==> src/rtl/nonce_decoder_if.sv <==
// Result bundle reported by the hashing cores each round.
interface processorResultsIfc #(
    parameter int PARTITIONBITS = 4
);
    logic                     success;
    logic [PARTITIONBITS-1:0] nonce_prefix;

    modport reader (input success, input nonce_prefix);
    modport writer (output success, output nonce_prefix);
endinterface

==> src/rtl/nonce_decoder.sv <==
// Turns per-round core results into full nonces once the broadcast/warm-up
// phase of a block is over; outputs are registered with one cycle of latency.
module nonce_decoder #(
    parameter int BROADCAST_CNT = 5,
    parameter int NUM_CORES     = 4
) (
    input  logic                     clk,
    input  logic                     rst,
    input  logic                     valid_i,
    input  logic                     newblock_i,
    processorResultsIfc.reader       rawinput_i,
    output logic                     valid_o,
    output logic                     success_o,
    output logic [31:0]              nonce_o
);

    localparam logic [31:0] BCNT_LAST = 32'(BROADCAST_CNT);
    localparam logic [31:0] CORES     = 32'(NUM_CORES);

    typedef enum logic [1:0] {
        IDLE,
        BROADCAST,
        RUN
    } state_t;

    state_t      state_q, state_d;
    logic [31:0] iter_q, iter_d;
    logic [31:0] bcnt_q, bcnt_d;
    logic        valid_q, valid_d;
    logic        success_q, success_d;
    logic [31:0] nonce_q, nonce_d;

    always_ff @(posedge clk) begin
        if (rst) begin
            state_q   <= IDLE;
            iter_q    <= '0;
            bcnt_q    <= '0;
            valid_q   <= 1'b0;
            success_q <= 1'b0;
            nonce_q   <= '0;
        end else begin
            state_q   <= state_d;
            iter_q    <= iter_d;
            bcnt_q    <= bcnt_d;
            valid_q   <= valid_d;
            success_q <= success_d;
            nonce_q   <= nonce_d;
        end
    end

    // The newblock cycle itself is the first of the BROADCAST_CNT consumed cycles.
    always_comb begin
        state_d = state_q;
        iter_d  = iter_q;
        bcnt_d  = bcnt_q;
        if (valid_i) begin
            if (newblock_i) begin
                iter_d  = '0;
                bcnt_d  = 32'd1;
                state_d = (BCNT_LAST == 32'd1) ? RUN : BROADCAST;
            end else begin
                case (state_q)
                    BROADCAST: begin
                        bcnt_d = bcnt_q + 32'd1;
                        if (bcnt_q + 32'd1 == BCNT_LAST) state_d = RUN;
                    end
                    RUN:     iter_d = iter_q + 32'd1;
                    default: ;
                endcase
            end
        end
    end

    always_comb begin
        valid_d   = 1'b0;
        success_d = 1'b0;
        nonce_d   = nonce_q;
        if (valid_i && !newblock_i && state_q == RUN) begin
            valid_d   = 1'b1;
            success_d = rawinput_i.success;
            nonce_d   = iter_q * CORES + 32'(rawinput_i.nonce_prefix);
        end
    end

    assign valid_o   = valid_q;
    assign success_o = success_q;
    assign nonce_o   = nonce_q;

endmodule

==> src/flat_wrapper.sv <==
// flat-port wrapper written by rule: the top's interface ports become plain ports
module nonce_decoder_flat 
#(
    parameter int BROADCAST_CNT = 5,
    parameter int NUM_CORES     = 4
)
  (clk, rst, valid_i, newblock_i, valid_o, success_o, nonce_o, rawinput_i_success, rawinput_i_nonce_prefix);
  processorResultsIfc #(.PARTITIONBITS(4)) rawinput_i_i ();
  input  logic clk;
  input  logic rst;
  input  logic valid_i;
  input  logic newblock_i;
  output logic valid_o;
  output logic success_o;
  output logic [31:0] nonce_o;
  input wire logic [$bits(rawinput_i_i.success)-1:0] rawinput_i_success;
  input wire logic [$bits(rawinput_i_i.nonce_prefix)-1:0] rawinput_i_nonce_prefix;
  assign rawinput_i_i.success = rawinput_i_success;
  assign rawinput_i_i.nonce_prefix = rawinput_i_nonce_prefix;
  nonce_decoder #(.BROADCAST_CNT(BROADCAST_CNT), .NUM_CORES(NUM_CORES)) u_core (.clk(clk), .rst(rst), .valid_i(valid_i), .newblock_i(newblock_i), .rawinput_i(rawinput_i_i), .valid_o(valid_o), .success_o(success_o), .nonce_o(nonce_o));
endmodule
==> config.mk <==
export PLATFORM = sky130hd
export DESIGN_NAME = nonce_decoder_flat
export DESIGN_NICKNAME = d
export VERILOG_FILES = /design/src/rtl/nonce_decoder_if.sv /design/src/rtl/nonce_decoder.sv /design/src/flat_wrapper.sv
export SDC_FILE = /design/constraint.sdc
export NUM_CORES = 1
export LEC_CHECK = 0
export ABC_CLOCK_PERIOD_IN_PS = 6100
export CORE_MARGIN = 2
export CORE_UTILIZATION = 25
export CTS_CLUSTER_SIZE = 16
export DETAILED_ROUTE_END_ITERATION = 10
export DONT_BUFFER_PORTS = 1
export GPL_ROUTABILITY_DRIVEN = 1
export GPL_TIMING_DRIVEN = 0
export PLACE_DENSITY = 0.45
export SYNTH_ARGS = -nofsm -noshare
export SYNTH_HDL_FRONTEND = slang
export SYNTH_SLANG_ARGS = --single-unit
==> constraint.sdc <==
create_clock -name clk -period 6.1 [get_ports clk]
set_input_delay 0.61 -clock clk [delete_from_list [all_inputs] [get_ports clk]]
set_output_delay 0.61 -clock clk [all_outputs]
set_load 0.05 [all_outputs]
After elaboration in Yosys (flattened, before gate mapping)
Cells that the tools add are included.

storage, ports and cells
  output and inout port bits = 34
  bits of input ports = 9
  logic and storage cells = 31
  register bits = 100

operators by class
  bitwise logic cells = 1
  muxes and demuxes = 8
  add/subtract/negate cells = 3
  reduce and logical (&&, ||, !) cells = 10
  equal/unequal tests = 3

operator list
  operator               count
  $mux 32                4
  $add 32x1->32 const B  2
  $add 32x4->32          1
  $eq 32x3->1 const B    1
  $mux 2                 3
  $reduce_bool 2->1      3
  $reduce_and 2->1       2
  $reduce_and 3->1       1
  $eq 2x1->1 const B     1
  $eq 2x2->1 const B     1
  $logic_and 1x1->1      2
  $reduce_or 2->1        1
  $logic_not 1->1        1
  $mux 1                 1
  $not 1->1              1

Longest topological paths before layout
  word-level depth = 5
  depth in mapped cells = 10
  mapped depth without buffers = 10

Worst setup path before layout
No wires, ideal clock.

  kind = input -> register
  start = in rawinput_i_nonce_prefix[2]
  end = reg u_core.nonce_q[24] (netlist: u_core.nonce_o[24])
  buffers on the path = 0
  cell stages on the path = 10
  slack = 3.548 ns
  library setup time = 0.086 ns
  required time = 6.014 ns
  data arrival time = 2.467 ns
  cell sequence = ha_1 > inv_1 > fa_1 > nand3b_1 > nor3_1 > nand3_1 > nor2_1 > nand2_1 > xor2_1 > a211oi_1

on the way
  longest elaborated chain between the ends = 1

ends and longest elaborated chain
  element               line                 text
  start, declared       flat_wrapper.sv:17   input wire logic [$bits(rawinput_i_i.nonce_prefix)-1:0] rawinput_i_nonce_prefix;
  $add 32x4->32         nonce_decoder.sv:81  nonce_d = iter_q * CORES + 32'(rawinput_i.nonce_prefix);
  end signal, assigned  nonce_decoder.sv:47  nonce_q <= nonce_d;
  end, declared         nonce_decoder.sv:31  logic [31:0] nonce_q, nonce_d;

No other way between the ends.
A chain may end at the register's enable or synchronous reset.

Worst setup path in the final report
  start = reg u_core.bcnt_q[1]
  end = reg u_core.state_q[0]

on the way
  longest elaborated chain between the ends = 4

ends and longest elaborated chain
  element                      line                 text
  start, declared              nonce_decoder.sv:28  logic [31:0] bcnt_q, bcnt_d;
  start signal, assigned       nonce_decoder.sv:44  bcnt_q <= bcnt_d;
  $add 32x1->32                nonce_decoder.sv:65  if (bcnt_q + 32'd1 == BCNT_LAST) state_d = RUN;
  $eq 32x3->1                  nonce_decoder.sv:65
  $reduce_bool 2->1 (no line)  --
  $reduce_and 3->1 (no line)   --
  end signal, assigned         nonce_decoder.sv:42  state_q <= state_d;
  end, declared                nonce_decoder.sv:26  state_t state_q, state_d;

No other way between the ends.

==> impl_metrics.json <==
{
  "die-area_sq_um": 23100,
  "power.switching_w": 0.000311,
  "end_kind": "flop",
  "start_kind": "flop",
  "comb_power_share_pct": 3.6,
  "p_total_w": 0.00133,
  "overflow": 0,
  "pwr-share-seq_pct": 48.1,
  "min_period_ps": 3200,
  "crit_type": "flop to flop",
  "fp.coreArea_sq_um": 21600,
  "hpwl_um": 12900,
  "path_max_fanout": 8,
  "htreeDepth": 3,
  "slew_viol_final": 0,
  "num-fill-cells": 2364,
  "gr-usage-all-layers_pct": 15.4,
  "power.density_nw_per_um2": 217,
  "ant_nets": 0,
  "cts_tree": "yes",
  "fp-row-count": 54,
  "synth_edf_count": 0,
  "die_x_um": 152,
  "yosys_warnings": 0,
  "grt_max_degree": 17,
  "synth_top_area_cell": "dfxtp_1",
  "synth.area.top_cells": "dfxtp_1 36%, nor2_1 6.9%, a311oi_1 5.4%",
  "synth.distinct_cells": 56,
  "drive_gt1_share_pct": 6.17,
  "cp.arrival_ps": 3410,
  "finalHoldViolations": 0,
  "post-synth-top-area-fraction_pct": 35.9,
  "cts_hold_buf": 0,
  "slew_headroom_pct": 38.7,
  "finalSetupViolCount": 0,
  "layout.nets": 739,
  "p_leak_nw": 1.85,
  "post-route-period-util_pct": 52.5,
  "avgSynthCellArea_sq_um": 7.67,
  "synthCells": 713,
  "syn_area_sq_um": 5470,
  "dr.pass1.iters": 5,
  "drc": 0,
  "holdCritPathClass": "input pin to flop",
  "routed_wl_um": 18100,
  "numPortBuffers": 0,
  "synth_nets": 728,
  "first_global_vias": 4894,
  "tns_ps": 0,
  "synth.most_common_cell": "nor2_1",
  "start_util_pct": 25.3,
  "cts_resized": 0,
  "synth-seq-cells": 98,
  "drt-wirelength-per-cell_um": 17.9,
  "syn_to_final_growth_pct": 12.4,
  "final_util_pct": 28.4,
  "fp.dieH_um": 152,
  "p_clk_share_pct": 48.3,
  "vias": 5273,
  "switching_share_pct": 23.3,
  "n_antenna_cell": 0,
  "grt_antenna_before_repair": 0,
  "synth_common_cells": "100 x nor2_1, 98 x dfxtp_1, 71 x nand2_1",
  "vdd_drop_max_v": 0.0000926,
  "skew_ps": 8.04,
  "finalNonFillerCells": 1009,
  "dp_cells": 993,
  "fmax_ghz": 0.313,
  "numCtsBuffers": 9,
  "pin_count": 43,
  "max-cap-violations": 0,
  "drtIter0Drc": 279,
  "multi_input_area_sq_um": 3190,
  "place_congestion": 0.799,
  "grt_first_pass_wirelength_um": 28400,
  "worstPathRequired_ps": 6310,
  "cts_post_setup_buffers_inserted": 0,
  "seq_area_frac_synth_pct": 35.9,
  "synth-main-ff-cell": "dfxtp_1",
  "intPower_w": 0.00102,
  "rsz0062_at_grt": "no",
  "outcome": "finished, final reports clean",
  "tightest_slew_ps": 913,
  "clkTransAtPathRegs_ps": 70,
  "clock_sinks": 98,
  "ff_latch_area_sq_um": 1960,
  "clk_latency_ps": 350,
  "async_flop_share_pct": 0,
  "avgViaCountPerCell": 5.23,
  "ctsLongestPathBuffers": 2,
  "cts-root-buf": "clkbuf_16"
}
## per-layer routing
metal,part of all wire [%],track usage [%],vias up
met5,0,0,-
met4,1.2,3.52,0
met3,4.4,3.48,23
met2,47,25.5,105
met1,47,20.3,2503
li1,-,-,2642
## through the flow
step,setup WS [ps],hold WS [ps],cell area [sq um]
floorplan,3550,453,5470
global placement,2860,486,5820
detailed placement,2910,490,5820
CTS,2880,378,6150
global route,2700,387,6150
finish,2900,382,6150
## sequential cells by signal, indices dropped and copies added, names as in the netlist
register and flops:
u_core.valid_o 1, u_core.bcnt_q 32, u_core.success_o 1, u_core.iter_q 30, u_core.nonce_o 32, u_core.state_q 2
## kinds of logic (layout without fill, tap and decap cells)
family,Yosys count,count (layout),share of synthesized area [%]
AND/OR/NAND/NOR,311,311,28.2
multiplexers,3,3,0.595
flip-flops,98,98,35.9
buffers and inverters,71,87,5.77
XOR/XNOR,30,30,4.80
adder cells (fa/ha/maj),6,6,1.51
AO/OA/AOI/OAI,194,194,23.3
## power by group through the flow
stage | Combinational, W | Sequential, W | Clock, W
2_1_floorplan | 0.0000289 | 0.000656 | 0
3_3_place_gp | 0.0000487 | 0.000656 | 0
3_5_place_dp | 0.0000486 | 0.000656 | 0
4_1_cts | 0.0000487 | 0.000641 | 0.000658
5_1_grt | 0.0000530 | 0.000641 | 0.000687
6_report | 0.0000481 | 0.000641 | 0.000644
## final timing paths
check        slack (ps)                       start                 to  cells past startpoint
max                2900            u_core.bcnt_q[1]  u_core.state_q[0]                      9
min                 380  rawinput_i_nonce_prefix[0]  u_core.nonce_o[0]                      2
max reg2reg        2900            u_core.bcnt_q[1]  u_core.state_q[0]                      9
min reg2reg         510           u_core.state_q[1]  u_core.state_q[1]                      2
## cell usage in the layout (no fill, tap or decap), types with 11 or more instances in the layout
cell type and instances:
nor2_1 100, dfxtp_1 98, nand2_1 71, a21oi_1 48
clkbuf_1 46, o21ai_0 42, a311oi_1 34, a211oi_1 31
nor3_1 28, nand3_1 26, nand4_1 17, a31oi_1 17
and3_1 17, xnor2_1 16, xor2_1 14, or3_1 11
## final cells by class
type	count	share of cell area (%)
Multi-Input combinational cell	544	51.9
Sequential cell	98	31.9
Inverter	9	0.550
Tap cell	280	5.70
Clock buffer	10	3.89
Clock inverter	6	1.45
Buffer	62	4.58
## worst max-delay path, cell delays in order (launching register included)
cell	delay (ps)
dfxtp_1	470
ha_1	290
nand3_1	210
nor3_1	680
and3_1	240
buf_2	160
mux2_2	350
a311oi_1	360
and4_1	250
nor3_1	40
No activity file was read; power rests on OpenSTA's default activity.
